==> src/rtl/firefly_flash_rx_if.sv <==
// Sentry-flash receiver bus.
// Groups the flash line, the count-clear request and every status output of
// the receiver so that the receiver and its observer share one connection.
//   f1         sentry flash line (asynchronous to clk)
//   cnt_clr    synchronous clear of flash_cnt
//   flash_ok   one-cycle pulse: valid flash completed
//   flash_err  one-cycle pulse: malformed flash (short or stuck high)
//   busy       high while a pulse is being measured or is stuck
//   flash_cnt  saturating valid-flash count
//   last_width width of the most recently measured pulse
// Modports:
//   master  the observer side (drives f1/cnt_clr, reads status)
//   slave   the receiver side (reads f1/cnt_clr, drives status)
interface firefly_flash_rx_if #(
  parameter int CW = 16
);
  logic          f1;
  logic          cnt_clr;
  logic          flash_ok;
  logic          flash_err;
  logic          busy;
  logic [7:0]    flash_cnt;
  logic [CW-1:0] last_width;

  modport master (
    output f1,
    output cnt_clr,
    input  flash_ok,
    input  flash_err,
    input  busy,
    input  flash_cnt,
    input  last_width
  );

  modport slave (
    input  f1,
    input  cnt_clr,
    output flash_ok,
    output flash_err,
    output busy,
    output flash_cnt,
    output last_width
  );
endinterface

==> src/rtl/firefly_flash_rx.sv <==
// Receiving end of the sentry-flash link.
// Synchronises the flash line f1, measures the width of every high pulse and
// classifies it as a valid flash (FLASH_LEN +/- TOL cycles) or a fault (too
// short, or stuck high). Keeps a saturating count of valid flashes.
// Ports:
//   clk    system clock
//   rst_n  asynchronous reset, active low
//   bus    firefly_flash_rx_if slave modport (f1, cnt_clr in; flash_ok,
//          flash_err, busy, flash_cnt, last_width out)
module firefly_flash_rx #(
  parameter int FLASH_LEN = 15000,
  parameter int TOL       = 16,
  parameter int CW        = 16
) (
  input  logic               clk,
  input  logic               rst_n,
  firefly_flash_rx_if.slave  bus
);

  localparam logic [CW-1:0] W_MIN   = CW'(FLASH_LEN - TOL);
  localparam logic [CW-1:0] W_HI    = CW'(FLASH_LEN + TOL);
  // First width that can no longer be a valid flash while still high.
  localparam logic [CW-1:0] W_STUCK = CW'(FLASH_LEN + TOL + 1);

  typedef enum logic [1:0] {
    IDLE  = 2'd0,
    MEAS  = 2'd1,
    STUCK = 2'd2
  } state_t;

  state_t        state_reg, state_next;
  logic          sync1_reg, s_reg, s_d_reg;
  logic          rise, fall;
  logic [CW-1:0] wcnt_reg, wcnt_next, wcnt_inc;
  logic [CW-1:0] last_width_reg, last_width_next;
  logic          ok_reg, ok_next;
  logic          err_reg, err_next;
  logic          busy_reg;
  logic [7:0]    cnt_reg;

  // Synchroniser and edge-detect history. These reset high so that a pulse
  // already present at reset release never produces a rise, and its falling
  // edge lands in IDLE where it is ignored.
  always_ff @(posedge clk or negedge rst_n) begin
    if (!rst_n) begin
      sync1_reg <= 1'b1;
      s_reg     <= 1'b1;
      s_d_reg   <= 1'b1;
    end else begin
      sync1_reg <= bus.f1;
      s_reg     <= sync1_reg;
      s_d_reg   <= s_reg;
    end
  end

  assign rise     = s_reg & ~s_d_reg;
  assign fall     = ~s_reg & s_d_reg;
  assign wcnt_inc = wcnt_reg + 1'b1;

  // Next-state and measurement logic.
  always_comb begin
    state_next      = state_reg;
    wcnt_next       = wcnt_reg;
    last_width_next = last_width_reg;
    ok_next         = 1'b0;
    err_next        = 1'b0;
    case (state_reg)
      IDLE: begin
        // The rise cycle is itself the first high cycle of the pulse.
        if (rise) begin
          state_next = MEAS;
          wcnt_next  = CW'(1);
        end
      end
      MEAS: begin
        // s_d is always high in MEAS, so s low here is exactly a fall.
        if (s_reg) begin
          wcnt_next = wcnt_inc;
          if (wcnt_inc == W_STUCK) begin
            state_next      = STUCK;
            err_next        = 1'b1;
            last_width_next = W_STUCK;
          end
        end else begin
          state_next      = IDLE;
          last_width_next = wcnt_reg;
          if (wcnt_reg >= W_MIN && wcnt_reg <= W_HI) begin
            ok_next = 1'b1;
          end else begin
            err_next = 1'b1;
          end
        end
      end
      STUCK: begin
        // Already reported; wait silently for the line to drop.
        if (fall) begin
          state_next = IDLE;
        end
      end
      default: begin
        state_next = IDLE;
      end
    endcase
  end

  always_ff @(posedge clk or negedge rst_n) begin
    if (!rst_n) begin
      state_reg      <= IDLE;
      wcnt_reg       <= '0;
      last_width_reg <= '0;
      ok_reg         <= 1'b0;
      err_reg        <= 1'b0;
      busy_reg       <= 1'b0;
    end else begin
      state_reg      <= state_next;
      wcnt_reg       <= wcnt_next;
      last_width_reg <= last_width_next;
      ok_reg         <= ok_next;
      err_reg        <= err_next;
      busy_reg       <= (state_next != IDLE);
    end
  end

  // Valid-flash counter follows the registered flash_ok pulse, so a clear
  // asserted while flash_ok is visible wins over that increment.
  always_ff @(posedge clk or negedge rst_n) begin
    if (!rst_n) begin
      cnt_reg <= 8'd0;
    end else if (bus.cnt_clr) begin
      cnt_reg <= 8'd0;
    end else if (ok_reg && cnt_reg != 8'hFF) begin
      cnt_reg <= cnt_reg + 8'd1;
    end
  end

  assign bus.flash_ok   = ok_reg;
  assign bus.flash_err  = err_reg;
  assign bus.busy       = busy_reg;
  assign bus.flash_cnt  = cnt_reg;
  assign bus.last_width = last_width_reg;

endmodule

==> src/flat_wrapper.sv <==
// flat-port wrapper written by rule: the top's interface ports become plain ports
module firefly_flash_rx_flat 
#(
  parameter int FLASH_LEN = 15000,
  parameter int TOL       = 16,
  parameter int CW        = 16
)
  (clk, rst_n, bus_f1, bus_cnt_clr, bus_flash_ok, bus_flash_err, bus_busy, bus_flash_cnt, bus_last_width);
  firefly_flash_rx_if #(.CW(CW)) bus_i ();
  input  logic clk;
  input  logic rst_n;
  input wire logic [$bits(bus_i.f1)-1:0] bus_f1;
  input wire logic [$bits(bus_i.cnt_clr)-1:0] bus_cnt_clr;
  output wire logic [$bits(bus_i.flash_ok)-1:0] bus_flash_ok;
  output wire logic [$bits(bus_i.flash_err)-1:0] bus_flash_err;
  output wire logic [$bits(bus_i.busy)-1:0] bus_busy;
  output wire logic [$bits(bus_i.flash_cnt)-1:0] bus_flash_cnt;
  output wire logic [$bits(bus_i.last_width)-1:0] bus_last_width;
  assign bus_i.f1 = bus_f1;
  assign bus_i.cnt_clr = bus_cnt_clr;
  assign bus_flash_ok = bus_i.flash_ok;
  assign bus_flash_err = bus_i.flash_err;
  assign bus_busy = bus_i.busy;
  assign bus_flash_cnt = bus_i.flash_cnt;
  assign bus_last_width = bus_i.last_width;
  firefly_flash_rx #(.FLASH_LEN(FLASH_LEN), .TOL(TOL), .CW(CW)) u_core (.clk(clk), .rst_n(rst_n), .bus(bus_i));
endmodule
==> config.mk <==
export PLATFORM = sky130hd
export DESIGN_NAME = firefly_flash_rx_flat
export DESIGN_NICKNAME = d
export VERILOG_FILES = /design/src/rtl/firefly_flash_rx_if.sv /design/src/rtl/firefly_flash_rx.sv /design/src/flat_wrapper.sv
export SDC_FILE = /design/constraint.sdc
export NUM_CORES = 1
export LEC_CHECK = 0
export BUFFER_PORTS_ARGS = -buffer_cell sky130_fd_sc_hd__buf_2
export CORE_MARGIN = 1
export CORE_UTILIZATION = 40
export DETAILED_ROUTE_END_ITERATION = 8
export MAX_ROUTING_LAYER = met4
export PLACE_DENSITY = 0.6
export RECOVER_POWER = 100
export SETUP_SLACK_MARGIN = 0.05
export SLEW_MARGIN = 10
export SYNTH_ARGS = -nofsm -noshare
export SYNTH_HDL_FRONTEND = slang
export SYNTH_SLANG_ARGS = --single-unit
==> constraint.sdc <==
create_clock -name clk -period 2.4 [get_ports clk]
set_input_delay 0.48 -clock clk [delete_from_list [all_inputs] [get_ports clk]]
set_output_delay 0.48 -clock clk [all_outputs]
set_load 0.02 [all_outputs]
==> results of run 1 <==
cell families after synthesis:
logic type	count (synthesis)	synth area share [%]
adder cells (fa/ha/maj)	4	2.05
AO/OA/AOI/OAI	64	17.2
multiplexers	1	0.409
AND/OR/NAND/NOR	105	22.3
flip-flops	48	49.2
buffers and inverters	28	5.21
XOR/XNOR	10	3.58
how the worst max path moves through the flow:
stage / start / to / slack, ns
after floorplan: u_core.wcnt_reg[0] / u_core.bus.last_width[10] / 0.13
after global placement: u_core.wcnt_reg[0] / u_core.bus.last_width[8] / 0.07
after detailed placement: u_core.wcnt_reg[0] / u_core.bus.last_width[13] / -0.04
after CTS: u_core.wcnt_reg[0] / u_core.bus.last_width[13] / 0.05
after global routing: u_core.wcnt_reg[1] / u_core.bus.last_width[6] / -0.07
final: u_core.wcnt_reg[0] / u_core.bus.last_width[6] / 0.03
power by group through the flow:
stage               clock network, W  registers, W  logic, W
global placement                   0      0.000915  0.000313
CTS                         0.000471      0.000903  0.000320
global route                0.000500      0.000921  0.000392
detailed placement                 0      0.000917  0.000316
finish                      0.000449      0.000910  0.000351
floorplan                          0      0.000966  0.000130
repair_timing:
item,4_1_cts,5_1_grt
setup endpoints to repair,13,16
gates resized for setup,4,19
pin swaps,1,20
cloned,0,1
buffers inserted,0,3
placed cells by master, fill, tap and decap left out, drive strengths merged, types with 2 or more instances in the layout:
cell type	count
nand2b	4
nand2	28
a31oi	4
nand4	7
nand3	8
dfstp	3
xnor2	4
or2	2
dfrtp	45
and2	4
xor2	6
o211ai	4
o2111ai	2
nor4	3
nor3	4
ha	4
nor2	27
o21ai	23
a21oi	13
and4	3
o31ai	5
a22o	10
or3	2
and3	9
clkbuf	39
inv	15
buf	20
cell type report:
class	count	share of cell area [%]
Clock buffer	6	2.47
Clock inverter	1	0.171
Inverter	15	1.92
Multi-Input combinational cell	185	41.9
Sequential cell	48	41.1
Tap cell	75	3.20
Timing Repair Buffer	53	9.21
worst max-delay path, cell delays in order (launching register included):
cell	delay, ns
dfrtp_1	0.44
ha_4	0.20
or3_1	0.30
o211ai_1	0.15
o2111ai_2	0.19
o41ai_4	0.37
buf_4	0.20
o211ai_4	0.13
a22o_2	0.27
stage by stage:
step | std cells | power, W | instance area, sq um | setup TNS [ns]
6_report | 383 | 0.00171 | 2940 | 0
5_1_grt | 383 | 0.00181 | 2940 | -0.549
4_1_cts | 379 | 0.00169 | 2880 | 0
3_5_place_dp | 372 | 0.00123 | 2770 | -0.238
3_3_place_gp | 372 | 0.00123 | 2770 | 0
2_1_floorplan | 260 | 0.00110 | 2450 | 0
metal layers:
metal  wire length (um)  global-route usage (%)  part of all wire, %  vias to the layer above
li1                   -                       -                    -                     1013
met1               2940                    27.0                   48                     1005
met2               2710                    29.0                   45                       65
met3                304                    4.32                  5.0                       11
met4                114                    7.86                  1.9                        0
met5                  0                       -                    0                        -
==> flow_metrics.env, run 1 <==
export IMPL_worst_ep_required_time_ns=2.58
export IMPL_ctsHoldBuffers=0
export IMPL_nFillCells=593
export IMPL_boundaryPins=31
export IMPL_finalSetupViolCount=0
export IMPL_grt_pass1_vias=1923
export IMPL_setup_slack_ns=0.0304
export IMPL_core_area_sq_um=5920
export IMPL_timing_final_crit_share_pct=98.7
export IMPL_clk_latency_ns=0.30
export IMPL_hold_start="bus_f1"
export IMPL_internal_power_w=0.00120
export IMPL_synth_nets=268
export IMPL_grt_use_total_pct=19.9
export IMPL_syn_area_per_cell_sq_um=9.41
export IMPL_die_y_um=80.2
export IMPL_drt_pass1_iterations=4
export IMPL_ctsHtreeMaxLevel=2
export IMPL_vias=2094
export IMPL_critical_path_class="reg2reg"
export IMPL_wl_per_cell_um=15.8
export IMPL_multi_input_area_sq_um=1230
export IMPL_cp_start_kind="flop"
export IMPL_cts_root_buffer="clkbuf_8"
export IMPL_holdPathStages=1
export IMPL_yosysTopAreaCell="dfrtp_1"
export IMPL_row_count=28
export IMPL_dieArea_sq_um=6440
export IMPL_peakVddDrop_mv=0.360
export IMPL_pwr_share_seq_pct=53.2
export IMPL_worst_slew_pin_transition_ns=1.44
export IMPL_grt_max_degree=28
export IMPL_post_route_min_period_ns=2.37
export IMPL_final_nets=316
export IMPL_dp_slack_ns=-0.0353
export IMPL_fin_util_pct=49.6
export IMPL_combPwrFrac_pct=20.5
export IMPL_power_leakage_nw=1.30
export IMPL_r2r_end="u_core.bus.last_width[6]"
export IMPL_area_growth_pct=19.9
export IMPL_hpwl_um=4100
export IMPL_io_buffers=30
export IMPL_yosys_cell_count_top_type="dfrtp_1"
export IMPL_ys_types=47
export IMPL_synth_top_area_share_pct=46.0
export IMPL_yosysSeqAreaShare_pct=49.2
export IMPL_hp_class="in2reg"
export IMPL_vias_per_cell=5.47
export IMPL_ff_latch_area_sq_um=1210
export IMPL_finalHoldViolCount=0
export IMPL_drv_slew=0
export IMPL_cts_tree="built"
export IMPL_synth_area_leaders="dfrtp_1 46%, o21ai_0 4.7%, nand2_1 4.3%, nor2_1 4.1%, dfstp_2 3.2%"
export IMPL_ant_nets=0
export IMPL_arrival_ns=2.55
export IMPL_cts_sinks=48
export IMPL_power_density_nw_per_um2=583
export IMPL_max_cap_viol_count=0
export IMPL_place_gp_congestion=0.908
export IMPL_max_slew_margin_rel_pct=3.74
export IMPL_cts_buffers=5
export IMPL_synth_area_sq_um=2450
export IMPL_worstReg2RegStart="u_core.wcnt_reg[0]"
export IMPL_postSynth_asyncResetShare_pct=100
export IMPL_clock_power_share_pct=26.3
export IMPL_antenna_cells=0
export IMPL_drcViolationCount=0
export IMPL_crit_fanout=6
export IMPL_hold_ws_ns=0.279
export IMPL_p_sw_w=0.000508
export IMPL_grt_pass1_wl_um=9490
export IMPL_routed_wirelength_um=6070
export IMPL_min_to="u_core.sync1_reg"
export IMPL_skew_ns=0.00719
export IMPL_ys_warn_count=0
export IMPL_start_util_pct=41.3
export IMPL_status="completed"
export IMPL_sw_frac_of_total_pct=29.7
export IMPL_synth_edff_count=0
export IMPL_ys_flop_type="dfrtp_1"
export IMPL_end_kind="flop"
export IMPL_overflow=0
export IMPL_synth_common_cells="45 x dfrtp_1, 28 x nand2_1, 27 x nor2_1"
export IMPL_first_iter_violations=181
export IMPL_drive_gt1_share_pct=19.8
export IMPL_syn_inst=260
export IMPL_fmax_ghz=0.422
export IMPL_ys_ff_latch=48
export IMPL_path_clk_slew_ns=0.08
export IMPL_die_x_um=80.2
export IMPL_antenna_found_initial=0
export IMPL_clockBufferDepth=2
export IMPL_r2r_cells=8
export IMPL_r2r_setup_slack_ns=0.03
export IMPL_rsz0062_at_grt="yes"
Note: power is estimated with default switching activity, not from simulation.
==> run 2, diff against run 1 <==
ABC_AREA = 1   (was default)
==> flow_metrics.env, run 2 <==
export IMPL_ys_types=29
export IMPL_ctsHtreeMaxLevel=2
export IMPL_syn_area_per_cell_sq_um=7.67
export IMPL_area_growth_pct=13.0
export IMPL_timing_final_crit_share_pct=90.2
export IMPL_finalSetupViolCount=0
export IMPL_finalHoldViolCount=0
export IMPL_worst_slew_pin_transition_ns=1.32
export IMPL_postSynth_asyncResetShare_pct=100
export IMPL_drive_gt1_share_pct=9.07
export IMPL_worst_ep_required_time_ns=2.57
export IMPL_boundaryPins=31
export IMPL_yosysSeqAreaShare_pct=48.6
export IMPL_overflow=0
export IMPL_drt_pass1_iterations=4
export IMPL_cts_root_buffer="clkbuf_8"
export IMPL_end_kind="flop"
export IMPL_crit_fanout=10
export IMPL_grt_use_total_pct=20.3
export IMPL_synthAdderAreaFrac_pct=2.02
export IMPL_ys_warn_count=0
export IMPL_syn_inst=323
export IMPL_synth_nets=331
export IMPL_cts_sinks=48
export IMPL_start_util_pct=41.6
export IMPL_tns_ns=0
export IMPL_synthXorXnorAreaFrac_pct=0.353
export IMPL_power_leakage_nw=1.35
export IMPL_power_density_nw_per_um2=623
export IMPL_vias_per_cell=4.95
export IMPL_skew_ns=0.00653
export IMPL_dieArea_sq_um=6520
export IMPL_final_common_cell="nand2_1"
export IMPL_cpMaxStageDelayCell="dfstp_1"
export IMPL_cts_tree="built"
export IMPL_grt_pass1_vias=2061
export IMPL_io_buffers=30
export IMPL_cp_cell_sequence="clkinv_1 -> nor2_1 -> inv_1 -> nand2_1 -> buf_4 -> o21ai_0"
export IMPL_grt_pass1_wl_um=9700
export IMPL_routed_wirelength_um=5850
export IMPL_hp_class="in2reg"
export IMPL_die_x_um=80.7
export IMPL_synth_top_family_by_area="simple AND/OR/NAND/NOR gates"
export IMPL_hpwl_um=4500
export IMPL_clockBufferDepth=2
export IMPL_path_clk_slew_ns=0.08
export IMPL_cp_start_kind="flop"
export IMPL_cts_buffers=5
export IMPL_fin_util_pct=47.0
export IMPL_peakVddDrop_mv=0.265
export IMPL_cts_setup_buffers=0
export IMPL_final_nets=371
export IMPL_final_area_sq_um=2800
export IMPL_antenna_found_initial=0
export IMPL_yosysTopAreaCell="dfrtp_1"
export IMPL_synth_edff_count=0
export IMPL_antenna_cells=0
export IMPL_ctsHoldBuffers=0
export IMPL_critical_path_class="reg2reg"
export IMPL_yosys_cell_count_top_type="nand2_1"
export IMPL_fmax_ghz=0.462
export IMPL_synth_area_leaders="dfrtp_1 45%, nand2_1 17%, inv_1 5.8%, nand3_1 5.5%, nor2_1 3.9%"
export IMPL_row_count=28
export IMPL_clk_latency_ns=0.30
export IMPL_die_y_um=80.7
export IMPL_yosys_area_share_simple_pct=34.5
export IMPL_rsz0062_at_grt="no"
export IMPL_synth_mux_area_share_pct=0
export IMPL_arrival_ns=2.33
export IMPL_max_slew_margin_rel_pct=12.3
export IMPL_nFillCells=624
export IMPL_drv_slew=0
export IMPL_core_area_sq_um=5960
export IMPL_hold_ws_ns=0.278
export IMPL_synth_common_cells="110 x nand2_1, 45 x dfrtp_1, 38 x inv_1"
export IMPL_first_iter_violations=108
export IMPL_synth_area_sq_um=2480
export IMPL_synth_top_area_share_pct=45.4
export IMPL_place_area_sq_um=2750
export IMPL_ant_nets=0
export IMPL_wl_per_cell_um=13.3
export IMPL_drcViolationCount=0
export IMPL_grt_max_degree=23
export IMPL_ys_flop_type="dfrtp_1"
export IMPL_ys_ff_latch=48
export IMPL_status="completed"
export IMPL_synth_compound_area_share_pct=7.62
export IMPL_p_total_w=0.00174
export IMPL_slowest_delay_ns=0.65
export IMPL_max_cap_viol_count=0
export IMPL_vias=2172
export IMPL_post_route_min_period_ns=2.17
export IMPL_mostFrequentLayoutCells="113 x nand2_1, 45 x dfrtp_1, 38 x inv_1"
export IMPL_place_gp_congestion=0.953
[run 2: cell count changes after synthesis, sizes merged, moves of 6 or more]
cell   delta
inv      +24
and3      -8
buf       -8
o22ai     +6
nand2    +90
a21oi     -8
o21ai     -6
a22o     -10
nand3    +20
nor2      +8
[run 2: through the flow]
step | instances | worst slack, ns
final | 439 | 0.234
after global placement | 431 | 0.349
after CTS | 439 | 0.292
after global routing | 439 | 0.0900
after floorplan | 323 | 0.531
after detailed placement | 431 | 0.309
[run 2: worst paths after layout]
kind,slack (ns),endpoint,cells after the start,start
worst max-delay path,0.23,u_core.wcnt_reg[12],6,u_core.s_reg
worst min-delay path,0.28,u_core.sync1_reg,1,bus_f1
worst max register to register,0.23,u_core.wcnt_reg[12],6,u_core.s_reg
worst min register to register,0.37,u_core.s_reg,0,u_core.sync1_reg
max in group asynchronous,0.67,u_core.bus.last_width[12],2,rst_n
min in group asynchronous,0.45,u_core.bus.flash_cnt[5],1,rst_n
[run 2: area by class of cell]
class | count | area [sq um] | area share, %
timing repair buffer | 36 | 153 | 5.45
tap | 75 | 93.8 | 3.35
inverter | 40 | 150 | 5.36
multi-input combinational | 232 | 1100 | 39.3
sequential | 48 | 1200 | 43.0
clock inverter | 2 | 15.0 | 0.536
clock buffer | 6 | 82.6 | 2.95
[run 2: kinds of logic after synthesis]
logic type | count (synthesis)
XOR/XNOR | 1
AO/OA/AOI/OAI | 33
flip-flops | 48
buffers and inverters | 43
adder cells (fa/ha/maj) | 4
AND/OR/NAND/NOR | 194
[run 2: layer usage]
layer	wire length (um)	GRT usage (%)	up-vias
li1	-	-	1121
met1	2760	25.6	994
met2	2740	32.2	51
met3	251	4.43	6
met4	104	7.14	0
met5	0	-	-
[run 2: repair_timing]
action,4_1_cts,5_1_grt
endpoints found under the setup margin,0,3
resized for setup,0,1
hold endpoints to repair,0,0
[run 2: worst max-delay path, delay by kind of cell (launching register included)]
| kind | cells | cell delay [ns] |
|---|---|---|
| compound gates | 1 | 0.10 |
| buf+inv | 3 | 0.70 |
| simple gates | 2 | 0.58 |
| flops | 1 | 0.65 |
[run 2: where the power goes]
part / total, W / switching, W / internal [W] / leakage, nW
Clock: 0.000505 / 0.000272 / 0.000233 / 0.0434
Combinational: 0.000307 / 0.000220 / 0.0000869 / 0.664
Sequential: 0.000931 / 0.0000549 / 0.000876 / 0.639
Total: 0.00174 / 0.000547 / 0.00120 / 1.35
==> run 3, diff against run 2 <==
CORE_UTILIZATION = 52   (was 40)
PLACE_DENSITY = 0.75   (was 0.6)
SETUP_SLACK_MARGIN = 0.1   (was 0.05)
==> flow_metrics.env, run 3 (synthesis results as in run 2) <==
export IMPL_area_growth_pct=11.1
export IMPL_sw_frac_of_total_pct=30.7
export IMPL_routed_wirelength_um=5340
export IMPL_ctsHtreeMaxLevel=2
export IMPL_worst_slew_pin_transition_ns=1.11
export IMPL_start_util_pct=55.4
export IMPL_cts_root_buffer="clkbuf_8"
export IMPL_crit_path_frequent_cell="nand2_1"
export IMPL_antenna_cells=0
export IMPL_place_area_sq_um=2700
export IMPL_worst_path_buf_inv=1
export IMPL_drcViolationCount=0
export IMPL_tns_ns=0
export IMPL_ant_nets=0
export IMPL_antenna_found_initial=0
export IMPL_hpwl_um=3980
export IMPL_worstReg2RegStart="u_core.wcnt_reg[0]"
export IMPL_status="completed"
export IMPL_internal_power_w=0.00119
export IMPL_arrival_ns=2.32
export IMPL_startpoint="u_core.wcnt_reg[0]"
export IMPL_p_sw_w=0.000528
export IMPL_rsz0062_at_grt="no"
export IMPL_hp_class="in2reg"
export IMPL_timing_final_crit_share_pct=88.2
export IMPL_vias_per_cell=5.33
export IMPL_grt_pass1_vias=2038
export IMPL_nFillCells=407
export IMPL_slowest_delay_ns=0.42
export IMPL_cts_buffers=5
export IMPL_clock_power_share_pct=28.9
export IMPL_skew_ns=0.00481
export IMPL_cp_start_kind="flop"
export IMPL_power_density_nw_per_um2=625
export IMPL_post_route_min_period_ns=2.12
export IMPL_finalSetupViolCount=0
export IMPL_die_y_um=71.0
export IMPL_pwr_share_seq_pct=53.9
export IMPL_grt_pass1_wl_um=9210
export IMPL_cp_top_family="simple AND/OR/NAND/NOR gates"
export IMPL_vias=2201
export IMPL_drt_pass1_iterations=7
export IMPL_r2r_setup_slack_ns=0.28
export IMPL_hold_start="bus_f1"
export IMPL_finalHoldViolCount=0
export IMPL_power_leakage_nw=1.34
export IMPL_final_area_sq_um=2750
export IMPL_combPwrFrac_pct=17.2
export IMPL_final_nets=368
export IMPL_cpMaxStageDelayCell="dfrtp_1"
export IMPL_drive_gt1_share_pct=9.14
export IMPL_peakVddDrop_mv=0.320
export IMPL_drv_slew=0
export IMPL_crit_fanout=16
export IMPL_dieArea_sq_um=5050
export IMPL_wl_per_cell_um=12.9
export IMPL_core_area_sq_um=4470
export IMPL_overflow=0
export IMPL_place_gp_congestion=0.957
export IMPL_end_kind="flop"
export IMPL_cp_cell_sequence="inv_1 -> nor2_2 -> nand2_1 -> o21ai_1 -> nand2_1 -> nor2_1 -> nand3_2 -> nand2_4 -> nand2_4 -> nand2_1 -> nand2_1"
export IMPL_worst_ep_required_time_ns=2.60
export IMPL_first_iter_violations=173
export IMPL_die_x_um=71.0
export IMPL_grt_use_total_pct=24.3
export IMPL_critical_path_class="reg2reg"
export IMPL_boundaryPins=31
export IMPL_clockBufferDepth=2
export IMPL_final_common_cell="nand2_1"
export IMPL_max_cap_viol_count=0
export IMPL_row_count=24
export IMPL_fmax_ghz=0.473
export IMPL_max_slew_margin_rel_pct=25.7
export IMPL_grt_max_degree=49
export IMPL_io_buffers=30
export IMPL_cts_tree="built"
export IMPL_path_clk_slew_ns=0.09
export IMPL_mostFrequentLayoutCells="112 x nand2_1, 45 x dfrtp_1, 38 x inv_1"
export IMPL_cts_sinks=48
export IMPL_clk_latency_ns=0.30
run 3: final timing paths:
check                                            to  depth (start not counted)
max in group asynchronous       u_core.wcnt_reg[10]                          2
min                                u_core.sync1_reg                          1
max                        u_core.bus.last_width[0]                         11
min reg2reg                            u_core.s_reg                          0
min in group asynchronous   u_core.bus.flash_cnt[0]                          2
max reg2reg                u_core.bus.last_width[0]                         11
run 3: power by group through the flow:
stage	sequential [W]	combinational, W	clock, W
global placement	0.000940	0.000306	0
CTS	0.000927	0.000313	0.000511
finish	0.000928	0.000296	0.000498
detailed placement	0.000943	0.000312	0
global route	0.000941	0.000335	0.000539
floorplan	0.000994	0.000150	0
run 3: worst reg2reg max path, stage by stage (launching register included):
cell and delay [ns]:
dfrtp_1 0.42, inv_1 0.15, nor2_2 0.28, nand2_1 0.16, o21ai_1 0.15, nand2_1 0.07
nor2_1 0.21, nand3_2 0.14, nand2_4 0.13, nand2_4 0.14, nand2_1 0.10, nand2_1 0.05
run 3: cell type report:
type | instances | area, sq um | share of cell area (%)
clock buffer | 7 | 86.3 | 3.13
clock inverter | 1 | 7.51 | 0.273
inverter | 40 | 150 | 5.45
multi-input combinational | 232 | 1100 | 40.1
sequential | 48 | 1200 | 43.8
tap | 52 | 65.1 | 2.36
timing repair buffer | 33 | 136 | 4.95
run 3: routing by layer:
metal / vias to the layer above / track usage [%] / share of wire [%]
met5: - / - / 0
met4: 0 / 8.67 / 1.4
li1: 1112 / - / -
met2: 84 / 38.9 / 45
met3: 7 / 2.99 / 6.5
met1: 998 / 32.0 / 47
run 3: per-stage QoR:
step | setup WS (ns) | utilization [%] | hold WS, ns | std cells | power, W
after floorplan | 0.531 | - | 0.184 | 323 | 0.00114
after global placement | 0.319 | 60.3 | 0.355 | 405 | 0.00125
after detailed placement | 0.313 | 60.3 | 0.354 | 405 | 0.00125
after CTS | 0.289 | 62.4 | 0.275 | 413 | 0.00175
after global routing | 0.0800 | 61.5 | 0.270 | 413 | 0.00182
final | 0.284 | 61.5 | 0.277 | 413 | 0.00172
run 3: timing repair:
item,4_1_cts,5_1_grt
hold endpoints to repair,0,0
setup endpoints to repair,0,15
setup buffers,0,0
resized for setup,0,1
hold buffers,0,0
